### config.mk
export PLATFORM = sky130hd
export DESIGN_NAME = vec_regfile_arbiter_flat
export DESIGN_NICKNAME = d
export VERILOG_FILES = /design/src/rtl/vec_regfile_arbiter_if.sv /design/src/rtl/vec_regfile_arbiter.sv /design/src/flat_wrapper.sv
export SDC_FILE = /design/constraint.sdc
export NUM_CORES = 1
export LEC_CHECK = 0
export CELL_PAD_IN_SITES_DETAIL_PLACEMENT = 1
export CELL_PAD_IN_SITES_GLOBAL_PLACEMENT = 1
export CORE_MARGIN = 2
export CORE_UTILIZATION = 29
export CTS_CLUSTER_DIAMETER = 120
export DETAILED_ROUTE_END_ITERATION = 8
export GPL_TIMING_DRIVEN = 0
export PLACE_DENSITY_LB_ADDON = 0.1
export RECOVER_POWER = 50
export SKIP_CTS_REPAIR_TIMING = 1
export SLEW_MARGIN = 20
export SYNTH_ARGS = -nofsm -noshare
export SYNTH_HDL_FRONTEND = slang
export SYNTH_SLANG_ARGS = --single-unit
### constraint.sdc
create_clock -name clk -period 3.92 [get_ports clk]
set_clock_uncertainty 0.2 [all_clocks]
set_input_delay 0.392 -clock clk [delete_from_list [all_inputs] [get_ports clk]]
set_output_delay 0.392 -clock clk [all_outputs]
set_load 0.05 [all_outputs]
### src/rtl/vec_regfile_arbiter_if.sv
// Requester-side bundle of the vector register-file arbiter: access requests
// with a one-hot grant, plus the read-response return path.
interface vec_regfile_arbiter_if #(
  parameter int unsigned NUM_REQ = 3,
  parameter int unsigned DATA_W  = 64,
  parameter int unsigned ADDR_W  = 5
);
  logic [NUM_REQ-1:0]        req_valid;
  logic [NUM_REQ-1:0]        req_ready;
  logic [NUM_REQ-1:0]        req_rw;
  logic [NUM_REQ*ADDR_W-1:0] req_addr;
  logic [NUM_REQ*DATA_W-1:0] req_wdata;
  logic [NUM_REQ-1:0]        rsp_valid;
  logic [DATA_W-1:0]         rsp_data;

  modport master (
    output req_valid, req_rw, req_addr, req_wdata,
    input  req_ready, rsp_valid, rsp_data
  );

  modport slave (
    input  req_valid, req_rw, req_addr, req_wdata,
    output req_ready, rsp_valid, rsp_data
  );
endinterface

### src/rtl/vec_regfile_arbiter.sv
// Round-robin arbiter sharing one single-port vector register file among
// NUM_REQ requesters; read data is steered back via an in-flight tag pipe.
module vec_regfile_arbiter #(
  parameter int unsigned NUM_REQ = 3,
  parameter int unsigned DATA_W  = 64,
  parameter int unsigned ADDR_W  = 5,
  parameter int unsigned RD_LAT  = 1
) (
  input  logic                clk,
  input  logic                rst,
  vec_regfile_arbiter_if.slave bus,
  output logic                rf_en,
  output logic                rf_rw,
  output logic [ADDR_W-1:0]   rf_addr,
  output logic [DATA_W-1:0]   rf_data_in,
  input  logic [DATA_W-1:0]   rf_data_out
);

  localparam int unsigned IDX_W = (NUM_REQ > 1) ? $clog2(NUM_REQ) : 1;
  localparam int unsigned SUM_W = IDX_W + 1;
  localparam int unsigned TAG_N = RD_LAT + 1;

  logic [IDX_W-1:0]   ptr;
  logic [IDX_W-1:0]   ptr_nxt;
  logic [IDX_W-1:0]   gnt_idx;
  logic               gnt_any;
  logic [NUM_REQ-1:0] gnt_vec;
  logic [SUM_W-1:0]   cand;

  logic [ADDR_W-1:0]  addr_arr  [NUM_REQ];
  logic [DATA_W-1:0]  wdata_arr [NUM_REQ];

  logic               tag_vld [TAG_N];
  logic [IDX_W-1:0]   tag_idx [TAG_N];

  logic [NUM_REQ-1:0] rsp_valid_q;
  logic [DATA_W-1:0]  rsp_data_q;

  always_comb begin : unpack_req
    for (int unsigned i = 0; i < NUM_REQ; i++) begin
      addr_arr[i]  = bus.req_addr[i*ADDR_W +: ADDR_W];
      wdata_arr[i] = bus.req_wdata[i*DATA_W +: DATA_W];
    end
  end

  // First valid requester at or after ptr, wrapping; nothing is granted in reset.
  always_comb begin : rr_arb
    gnt_any = 1'b0;
    gnt_idx = '0;
    cand    = '0;
    for (int unsigned k = 0; k < NUM_REQ; k++) begin
      cand = SUM_W'(ptr) + SUM_W'(k);
      if (cand >= SUM_W'(NUM_REQ)) begin
        cand = cand - SUM_W'(NUM_REQ);
      end
      if (!gnt_any && bus.req_valid[IDX_W'(cand)]) begin
        gnt_any = 1'b1;
        gnt_idx = IDX_W'(cand);
      end
    end
    if (rst) begin
      gnt_any = 1'b0;
    end
    gnt_vec = gnt_any ? (NUM_REQ'(1) << gnt_idx) : '0;
    ptr_nxt = (gnt_idx == IDX_W'(NUM_REQ - 1)) ? '0 : gnt_idx + IDX_W'(1);
  end

  assign bus.req_ready = gnt_vec;
  assign bus.rsp_valid = rsp_valid_q;
  assign bus.rsp_data  = rsp_data_q;

  // Port issue, tag pipeline and response capture.
  always_ff @(posedge clk) begin
    if (rst) begin
      ptr         <= '0;
      rf_en       <= 1'b0;
      rf_rw       <= 1'b0;
      rf_addr     <= '0;
      rf_data_in  <= '0;
      rsp_valid_q <= '0;
      rsp_data_q  <= '0;
      for (int unsigned k = 0; k < TAG_N; k++) begin
        tag_vld[k] <= 1'b0;
        tag_idx[k] <= '0;
      end
    end else begin
      rf_en <= gnt_any;
      if (gnt_any) begin
        ptr     <= ptr_nxt;
        rf_rw   <= bus.req_rw[gnt_idx];
        rf_addr <= addr_arr[gnt_idx];
        if (bus.req_rw[gnt_idx]) begin
          rf_data_in <= wdata_arr[gnt_idx];
        end
      end

      // Stage k is aligned with cycle issue+1+k; stage RD_LAT meets valid read data.
      tag_vld[0] <= gnt_any & ~bus.req_rw[gnt_idx];
      tag_idx[0] <= gnt_idx;
      for (int unsigned k = 1; k < TAG_N; k++) begin
        tag_vld[k] <= tag_vld[k-1];
        tag_idx[k] <= tag_idx[k-1];
      end

      rsp_valid_q <= tag_vld[RD_LAT] ? (NUM_REQ'(1) << tag_idx[RD_LAT]) : '0;
      if (tag_vld[RD_LAT]) begin
        rsp_data_q <= rf_data_out;
      end
    end
  end

  a_grant_onehot: assert property (@(posedge clk) $onehot0(gnt_vec));
  a_rsp_onehot:   assert property (@(posedge clk) $onehot0(rsp_valid_q));

endmodule

### src/flat_wrapper.sv
// flat-port wrapper written by rule: the top's interface ports become plain ports
module vec_regfile_arbiter_flat 
#(
  parameter int unsigned NUM_REQ = 3,
  parameter int unsigned DATA_W  = 64,
  parameter int unsigned ADDR_W  = 5,
  parameter int unsigned RD_LAT  = 1
)
  (clk, rst, rf_en, rf_rw, rf_addr, rf_data_in, rf_data_out, bus_req_valid, bus_req_rw, bus_req_addr, bus_req_wdata, bus_req_ready, bus_rsp_valid, bus_rsp_data);
  vec_regfile_arbiter_if #(.NUM_REQ(NUM_REQ), .DATA_W(DATA_W), .ADDR_W(ADDR_W)) bus_i ();
  input  logic clk;
  input  logic rst;
  output logic rf_en;
  output logic rf_rw;
  output logic [ADDR_W-1:0] rf_addr;
  output logic [DATA_W-1:0] rf_data_in;
  input  logic [DATA_W-1:0] rf_data_out;
  input wire logic [$bits(bus_i.req_valid)-1:0] bus_req_valid;
  input wire logic [$bits(bus_i.req_rw)-1:0] bus_req_rw;
  input wire logic [$bits(bus_i.req_addr)-1:0] bus_req_addr;
  input wire logic [$bits(bus_i.req_wdata)-1:0] bus_req_wdata;
  output wire logic [$bits(bus_i.req_ready)-1:0] bus_req_ready;
  output wire logic [$bits(bus_i.rsp_valid)-1:0] bus_rsp_valid;
  output wire logic [$bits(bus_i.rsp_data)-1:0] bus_rsp_data;
  assign bus_i.req_valid = bus_req_valid;
  assign bus_i.req_rw = bus_req_rw;
  assign bus_i.req_addr = bus_req_addr;
  assign bus_i.req_wdata = bus_req_wdata;
  assign bus_req_ready = bus_i.req_ready;
  assign bus_rsp_valid = bus_i.rsp_valid;
  assign bus_rsp_data = bus_i.rsp_data;
  vec_regfile_arbiter #(.NUM_REQ(NUM_REQ), .DATA_W(DATA_W), .ADDR_W(ADDR_W), .RD_LAT(RD_LAT)) u_core (.clk(clk), .rst(rst), .bus(bus_i), .rf_en(rf_en), .rf_rw(rf_rw), .rf_addr(rf_addr), .rf_data_in(rf_data_in), .rf_data_out(rf_data_out));
endmodule
==> results of run 1 <==
metal layers:
layer	GRT usage, %	vias to the layer above	part of all wire [%]
met5	0	-	0.041
met4	5.482	2	1.6
met3	8.367	31	8.7
met2	39.47	300	50
met1	24.53	3610	40
li1	-	3654	-
state kept, by name, indices dropped and copies added, names as in the netlist:
signal                cells
u_core.bus.rsp_data      64
u_core.rf_data_in        64
u_core.rf_addr            5
u_core.tag_idx            4
u_core.bus.rsp_valid      3
u_core.ptr                2
u_core.tag_vld            2
u_core.rf_en              1
u_core.rf_rw              1
final cells by class:
class	count	area, um^2	share of cell area, %
diodes	1	2.502	0.01931
plain buffers	76	410.4	3.167
clock buffers	18	429.2	3.311
clock inverters	14	168.9	1.303
inverters	5	21.27	0.1641
multi-input cells	535	4409	34.02
flip-flops and latches	146	2923	22.55
well taps	335	419.2	3.234
repair buffers	418	4177	32.23
where the power goes:
group          internal, mW  total [mW]  leakage, nW  switching, mW
Combinational          2.93        6.89         3.81           3.96
Sequential             1.96        2.18         1.20          0.213
Clock                 0.912        1.67        0.286          0.760
Total                  5.80        10.7         5.29           4.94
worst max-delay path, stage by stage (launching register included):
cell	delay, ps
sky130_fd_sc_hd__dfxtp_1	390
sky130_fd_sc_hd__inv_1	80
sky130_fd_sc_hd__ha_1	190
sky130_fd_sc_hd__buf_4	160
sky130_fd_sc_hd__mux2i_1	150
sky130_fd_sc_hd__mux2_4	320
sky130_fd_sc_hd__a32oi_1	440
sky130_fd_sc_hd__buf_4	380
sky130_fd_sc_hd__nand2_1	150
sky130_fd_sc_hd__nor2_1	130
sky130_fd_sc_hd__clkbuf_2	300
layout by cell type, fill, tap and decap left out, types with 6 or more instances in the layout:
cell type and count:
sky130_fd_sc_hd__a211oi_1 6, sky130_fd_sc_hd__a21boi_0 64, sky130_fd_sc_hd__a31o_2 64, sky130_fd_sc_hd__buf_2 8
sky130_fd_sc_hd__buf_4 6, sky130_fd_sc_hd__clkbuf_1 53, sky130_fd_sc_hd__clkbuf_16 17, sky130_fd_sc_hd__clkdlybuf4s50_1 302
sky130_fd_sc_hd__dfxtp_1 146, sky130_fd_sc_hd__dlygate4sd3_1 113, sky130_fd_sc_hd__mux2_1 9, sky130_fd_sc_hd__mux2_2 10
sky130_fd_sc_hd__mux2_4 46, sky130_fd_sc_hd__mux2i_1 69, sky130_fd_sc_hd__nand3b_1 7, sky130_fd_sc_hd__nor2_1 78
sky130_fd_sc_hd__nor2b_1 69, sky130_fd_sc_hd__o22a_1 64
metrics by stage:
| stage | instances | TNS, ps | power, mW | instance area [um^2] |
|---|---|---|---|---|
| 2_1_floorplan | 766 | 0 | 7.057 | 7776 |
| 3_3_place_gp | 1519 | -1723 | 9.197 | 12380 |
| 3_5_place_dp | 1519 | -1777 | 9.273 | 12380 |
| 4_1_cts | 1551 | -2326 | 11.01 | 12980 |
| 5_1_grt | 1548 | 0 | 11.35 | 12960 |
| 6_report | 1548 | 0 | 10.74 | 12960 |
how the worst max path moves through the flow:
| stage | startpoint | to | slack [ps] | cells after the start |
|---|---|---|---|---|
| after global routing | u_core.ptr[1] | bus_req_ready[1] | 10 | 10 |
| after detailed placement | bus_req_valid[1] | bus_req_ready[1] | -720 | 9 |
| after CTS | u_core.ptr[1] | bus_req_ready[1] | -900 | 11 |
| final | u_core.ptr[1] | bus_req_ready[1] | 210 | 10 |
| after global placement | bus_req_valid[1] | bus_req_ready[1] | -690 | 9 |
| after floorplan | u_core.ptr[1] | bus_req_ready[1] | 520 | 10 |
logic make-up after synthesis:
group                      Yosys count  synth area share [%]
and+or+nand+nor                    180                 12.29
DFF                                146                 37.59
adders and majority gates            4                0.6436
AOI/OAI and AO/OA                  217                 23.25
buffers and inverters               85                 5.712
muxes                              134                 20.51
Yosys cell counts (5+ instances only):
cell type	instances	share of area, %
sky130_fd_sc_hd__buf_1	9	0.43
sky130_fd_sc_hd__dfxtp_1	146	38
sky130_fd_sc_hd__mux2i_1	69	8.9
sky130_fd_sc_hd__a211oi_1	6	0.58
sky130_fd_sc_hd__o31ai_1	5	0.48
sky130_fd_sc_hd__nor2_1	78	3.8
sky130_fd_sc_hd__a31o_2	64	7.2
sky130_fd_sc_hd__o22a_1	64	7.2
sky130_fd_sc_hd__a21boi_0	64	6.2
sky130_fd_sc_hd__buf_2	9	0.58
sky130_fd_sc_hd__buf_4	5	0.48
sky130_fd_sc_hd__clkbuf_1	51	2.5
sky130_fd_sc_hd__and3_1	5	0.40
sky130_fd_sc_hd__mux2_2	10	1.4
sky130_fd_sc_hd__nand2_1	5	0.24
sky130_fd_sc_hd__buf_12	5	1.3
sky130_fd_sc_hd__mux2_4	46	8.9
sky130_fd_sc_hd__nand3b_1	7	0.68
sky130_fd_sc_hd__mux2_1	9	1.3
sky130_fd_sc_hd__nor2b_1	69	5.6
==> summary.md, run 1 <==
* **final critical-path required period** 3713 ps
* **initial antenna violation count** 2
* **largest net degree at the start of global routing** 17
* **Die ar.** 28,140 um^2
* **number of core rows** 59
* **post-layout worst setup margin** 207.3 ps
* **CTS H-tree lvls** 4
* **# fillers** 2,974
* **count of state elements after synthesis** 146
* **Post-Synthesis Cell Area** 7776 um^2
* **Power Density** 828.7 nW/um^2
* **Hold Crit Class** flip-flop to flip-flop
* **Distinct cells, synth** 48
* **sequential fraction of the synthesis area** 37.59%
* **Fmax achieved** 269.3 MHz
* **clock net sink count** 146
* **WP data arrival** 3120 ps
* **Tightest Pin Transition** 821.2 ps
* **number of max-slew violations in the final report** 0
* **first-pass GRT wire length** 47,580 um
* **DRC violation count after routing** 0
* **outcome** complete, no violations
* **worst slack after detailed placement** -719.2 ps
* **final weighted congestion in routability-driven placement** 0.8213
* **worst hold slack** 238.4 ps
* **DRT iter0 DRCs** 258
* **Max Cap Violations** 0
* **half-perimeter wire length after placement** 25,040 um
* **Total Nets Final** 1,482
* **via count of the first global-routing pass** 7,930
* **Core ar.** 26,210 um^2
* **FF-to-FF path depth** 12
* **total wire length after detailed routing** 31,830 um
* **number of buffers on the longest clock path** 2
* **starting density of the core** 29.67%
* **input/output buffers** 418
* **overall routing resource usage** 22.03%
* **Crit Path Class** flip-flop to output pin
* **crit-path max FO** 19
* **maximum VDD drop** 0.2969 mV
* **synthesis warning total** 0
* **RR Startpoint** u_core.ptr[1]
* **max_slew headroom** 45.25%
* **count of endpoints failing setup in the final report** 0
* **Avg Vias per Cell** 4.908
* **RSZ-0062 raised after global routing** no
* **overall die height** 167.8 um
* **fraction of the core area covered by cells at the end of the flow** 49.45%
* **overall overflow remaining after global route** 0
* **Antenna Nets Post-Route** 0
* **Post-synth EDFFs** 0
* **layout-stage area growth over the synthesis result** 66.66%
* **ys flop type** sky130_fd_sc_hd__dfxtp_1
* **floorplan die width** 167.8 um
* **TritonCTS clock tree** built
* **fraction of the cycle the final worst path needs** 94.71%
* **clock insertion delay at the later pin of the skew report** 410 ps
* **Final Hold Fails** 0
* **worst hold path cell count** 1
* **clock slew seen by the registers of the worst setup and hold paths** 70 ps
* **R2R Path End** u_core.rf_data_in[11]
* **leakage power summed over all cells** 5.294 nW
* **worst path required time** 3330 ps
* **clock buffer count from CTS** 17
* **critical path launch point type** flip-flop
* **Critical Path Sink Type** output pin
* **Worst Hold End** u_core.tag_vld[0][1]
* **Cells after Synth** 766
* **Root Buffer** sky130_fd_sc_hd__clkbuf_16
* **Register-to-Register Setup Slack** 500 ps
* **Worst Min Path Start** u_core.tag_vld[0][0]
* **total via count after detailed routing** 7,597
* **mean post-synth cell area** 10.15 um^2
* **Post-Synthesis Net Count** 1,049
* **number of ports placed on the die boundary** 420
* **number of detailed-routing iterations run before antenna repair** 4
* **asr flop ratio synth** 0%
* **fraction of layout cells with a size suffix above 1** 14.69%
* **post-detailed-route wirelength per cell** 20.56 um
Power figures use the tool's default switching activity.
==> run 2, diff against run 1 <==
- GPL_ROUTABILITY_DRIVEN: unset -> 0
- PLACE_DENSITY_LB_ADDON: 0.1 -> 0.15
- SETUP_SLACK_MARGIN: unset -> 0.05
==> run 2 against run 1 <==
Largest power group unchanged; global-route usage rose by 0.090 points; maximum frequency fell by 1.2%; design area barely moved; sequential power barely moved; final cell count barely moved; register-to-register slack barely moved; via count rose by 0.37%; critical path type unchanged.
==> summary.md, run 2 (same netlist as run 1, synthesis figures left out) <==
* **outcome** complete, no violations, unchanged
* **starting density of the core** 29.67%, unchanged
* **Core ar.** 26,210 um^2, unchanged
* **clock buffer count from CTS** 17, unchanged
* **overall routing resource usage** 22.12%, was 22.03%
* **Final Hold Fails** 0, unchanged
* **Register-to-Register Setup Slack** 490 ps, was 500 ps
* **total via count after detailed routing** 7,625, was 7,597
* **first-pass GRT wire length** 47,580 um, unchanged
* **Tightest Pin Transition** 805.9 ps, was 821.2 ps
* **number of max-slew violations in the final report** 0, unchanged
* **Hold Crit Class** flip-flop to flip-flop, unchanged
* **TritonCTS clock tree** built, unchanged
* **number of core rows** 59, unchanged
* **critical path launch point type** flip-flop, unchanged
* **largest net degree at the start of global routing** 17, unchanged
* **Worst Min Path Start** u_core.tag_idx[0][1], was u_core.tag_vld[0][0]
* **Antenna Nets Post-Route** 0, unchanged
* **fraction of the core area covered by cells at the end of the flow** 49.49%, was 49.45%
* **Power Density** 833.0 nW/um^2, was 828.7 nW/um^2
* **half-perimeter wire length after placement** 25,030 um, was 25,040 um
* **via count of the first global-routing pass** 8,038, was 7,930
* **number of buffers on the longest clock path** 2, unchanged
* **Critical Path Sink Type** output pin, unchanged
* **floorplan die width** 167.8 um, unchanged
* **input/output buffers** 418, unchanged
* **clock insertion delay at the later pin of the skew report** 430 ps, was 410 ps
* **final critical-path required period** 3758 ps, was 3713 ps
* **initial antenna violation count** 2, unchanged
* **post-detailed-route wirelength per cell** 20.68 um, was 20.56 um
* **total wire length after detailed routing** 32,000 um, was 31,830 um
* **count of endpoints failing setup in the final report** 0, unchanged
* **worst hold path cell count** 1, unchanged
* **Max Cap Violations** 0, unchanged
* **total power** 10.80 mW, was 10.74 mW
* **Fmax achieved** 266.1 MHz, was 269.3 MHz
* **Total Nets Final** 1,482, unchanged
* **clock net sink count** 146, unchanged
* **total negative slack** 0 ps, unchanged
* **count of placed standard cells including taps** 1,519, unchanged
* **Worst Hold End** u_core.tag_idx[0][3], was u_core.tag_vld[0][1]
* **most frequent standard cell in the layout excluding fill and tap cells** sky130_fd_sc_hd__clkdlybuf4s50_1, unchanged
* **DRC violation count after routing** 0, unchanged
* **layout-stage area growth over the synthesis result** 66.79%, was 66.66%
* **number of detailed-routing iterations run before antenna repair** 4, unchanged
* **overall overflow remaining after global route** 0, unchanged
* **clock slew seen by the registers of the worst setup and hold paths** 80 ps, was 70 ps
* **fraction of layout cells with a size suffix above 1** 14.70%, was 14.69%
* **RSZ-0062 raised after global routing** yes, was no
* **crit-path max FO** 19, unchanged
* **CTS H-tree lvls** 4, unchanged
* **maximum VDD drop** 0.3116 mV, was 0.2969 mV
* **leakage power summed over all cells** 5.305 nW, was 5.294 nW
* **number of ports placed on the die boundary** 420, unchanged
* **commonest cells after routing, fill and taps aside** sky130_fd_sc_hd__clkdlybuf4s50_1, sky130_fd_sc_hd__dfxtp_1, sky130_fd_sc_hd__dlygate4sd3_1, sky130_fd_sc_hd__nor2_1, unchanged
* **FF-to-FF path depth** 12, unchanged
* **WP data arrival** 3170 ps, was 3120 ps
* **final cell count without fillers** 1,547, was 1,548
* **Root Buffer** sky130_fd_sc_hd__clkbuf_16, unchanged
* **Die ar.** 28,140 um^2, unchanged
* **R2R Path End** u_core.rf_data_in[9], was u_core.rf_data_in[11]
* **DRT iter0 DRCs** 287, was 258
* **RR Startpoint** u_core.ptr[1], unchanged
* **# fillers** 2,903, was 2,974
* **fraction of the cycle the final worst path needs** 95.87%, was 94.71%
* **worst path required time** 3330 ps, about the same
* **Avg Vias per Cell** 4.929, was 4.908
* **area after detailed placement** 12,380 um^2, unchanged
* **final non-filler cell area** 12,970 um^2, was 12,960 um^2
* **overall die height** 167.8 um, unchanged
* **max_slew headroom** 46.27%, was 45.25%
* **Crit Path Class** flip-flop to output pin, unchanged
## run 2: worst max path at each step
stage                        to  slack [ps]        startpoint  cells past startpoint
2_1_floorplan  bus_req_ready[1]         520     u_core.ptr[1]                     10
3_3_place_gp   bus_req_ready[1]        -670  bus_req_valid[1]                      9
3_5_place_dp   bus_req_ready[1]        -680  bus_req_valid[1]                      9
4_1_cts        bus_req_ready[1]        -860     u_core.ptr[0]                     10
5_1_grt        bus_req_ready[0]          -7     u_core.ptr[0]                      9
6_report       bus_req_ready[0]         160     u_core.ptr[0]                      9
## run 2: cell type report
class                           count  area [um^2]  share of cell area (%)
Clock buffer                       17        425.4                   3.280
Clock inverter                     14        167.7                   1.293
Tap cell                          335        419.2                   3.232
Multi-Input combinational cell    535         4417                   34.05
Buffer                             76        410.4                   3.164
Antenna cell                        1        2.502                 0.01929
Timing Repair Buffer              418         4184                   32.26
Inverter                            5        21.27                  0.1640
Sequential cell                   146         2923                   22.54
## run 2: per-layer routing
| metal | track usage, % | share of wire, % | vias up |
|---|---|---|---|
| met5 | 0 | 0 | - |
| li1 | - | - | 3656 |
| met3 | 7.894 | 8.3 | 34 |
| met2 | 38.95 | 50 | 304 |
| met4 | 7.448 | 1.9 | 0 |
| met1 | 24.74 | 40 | 3631 |
## run 2: metrics by stage
| stage | hold slack (ps) | setup WS, ps |
|---|---|---|
| 2_1_floorplan | 213.1 | 517.8 |
| 3_3_place_gp | 229.5 | -672.6 |
| 3_5_place_dp | 231.6 | -680.8 |
| 4_1_cts | 244.0 | -861.0 |
| 5_1_grt | 259.4 | -6.672 |
| 6_report | 228.2 | 161.8 |
## run 2: power by group
group          internal [mW]  leakage [nW]  total (mW)  switching, mW
combinational           2.94          3.83        6.92           3.98
clock                  0.957         0.279        1.71          0.749
sequential              1.96          1.20        2.18          0.216
## run 2: worst max-delay path: stages (launching register included)
cell and delay (ps):
sky130_fd_sc_hd__dfxtp_1 390, sky130_fd_sc_hd__inv_1 80, sky130_fd_sc_hd__ha_1 510, sky130_fd_sc_hd__nand4b_1 200, sky130_fd_sc_hd__a32oi_1 280, sky130_fd_sc_hd__buf_2 360
sky130_fd_sc_hd__buf_4 340, sky130_fd_sc_hd__and2_1 200, sky130_fd_sc_hd__nor2_1 50, sky130_fd_sc_hd__dlymetal6s2s_1 310
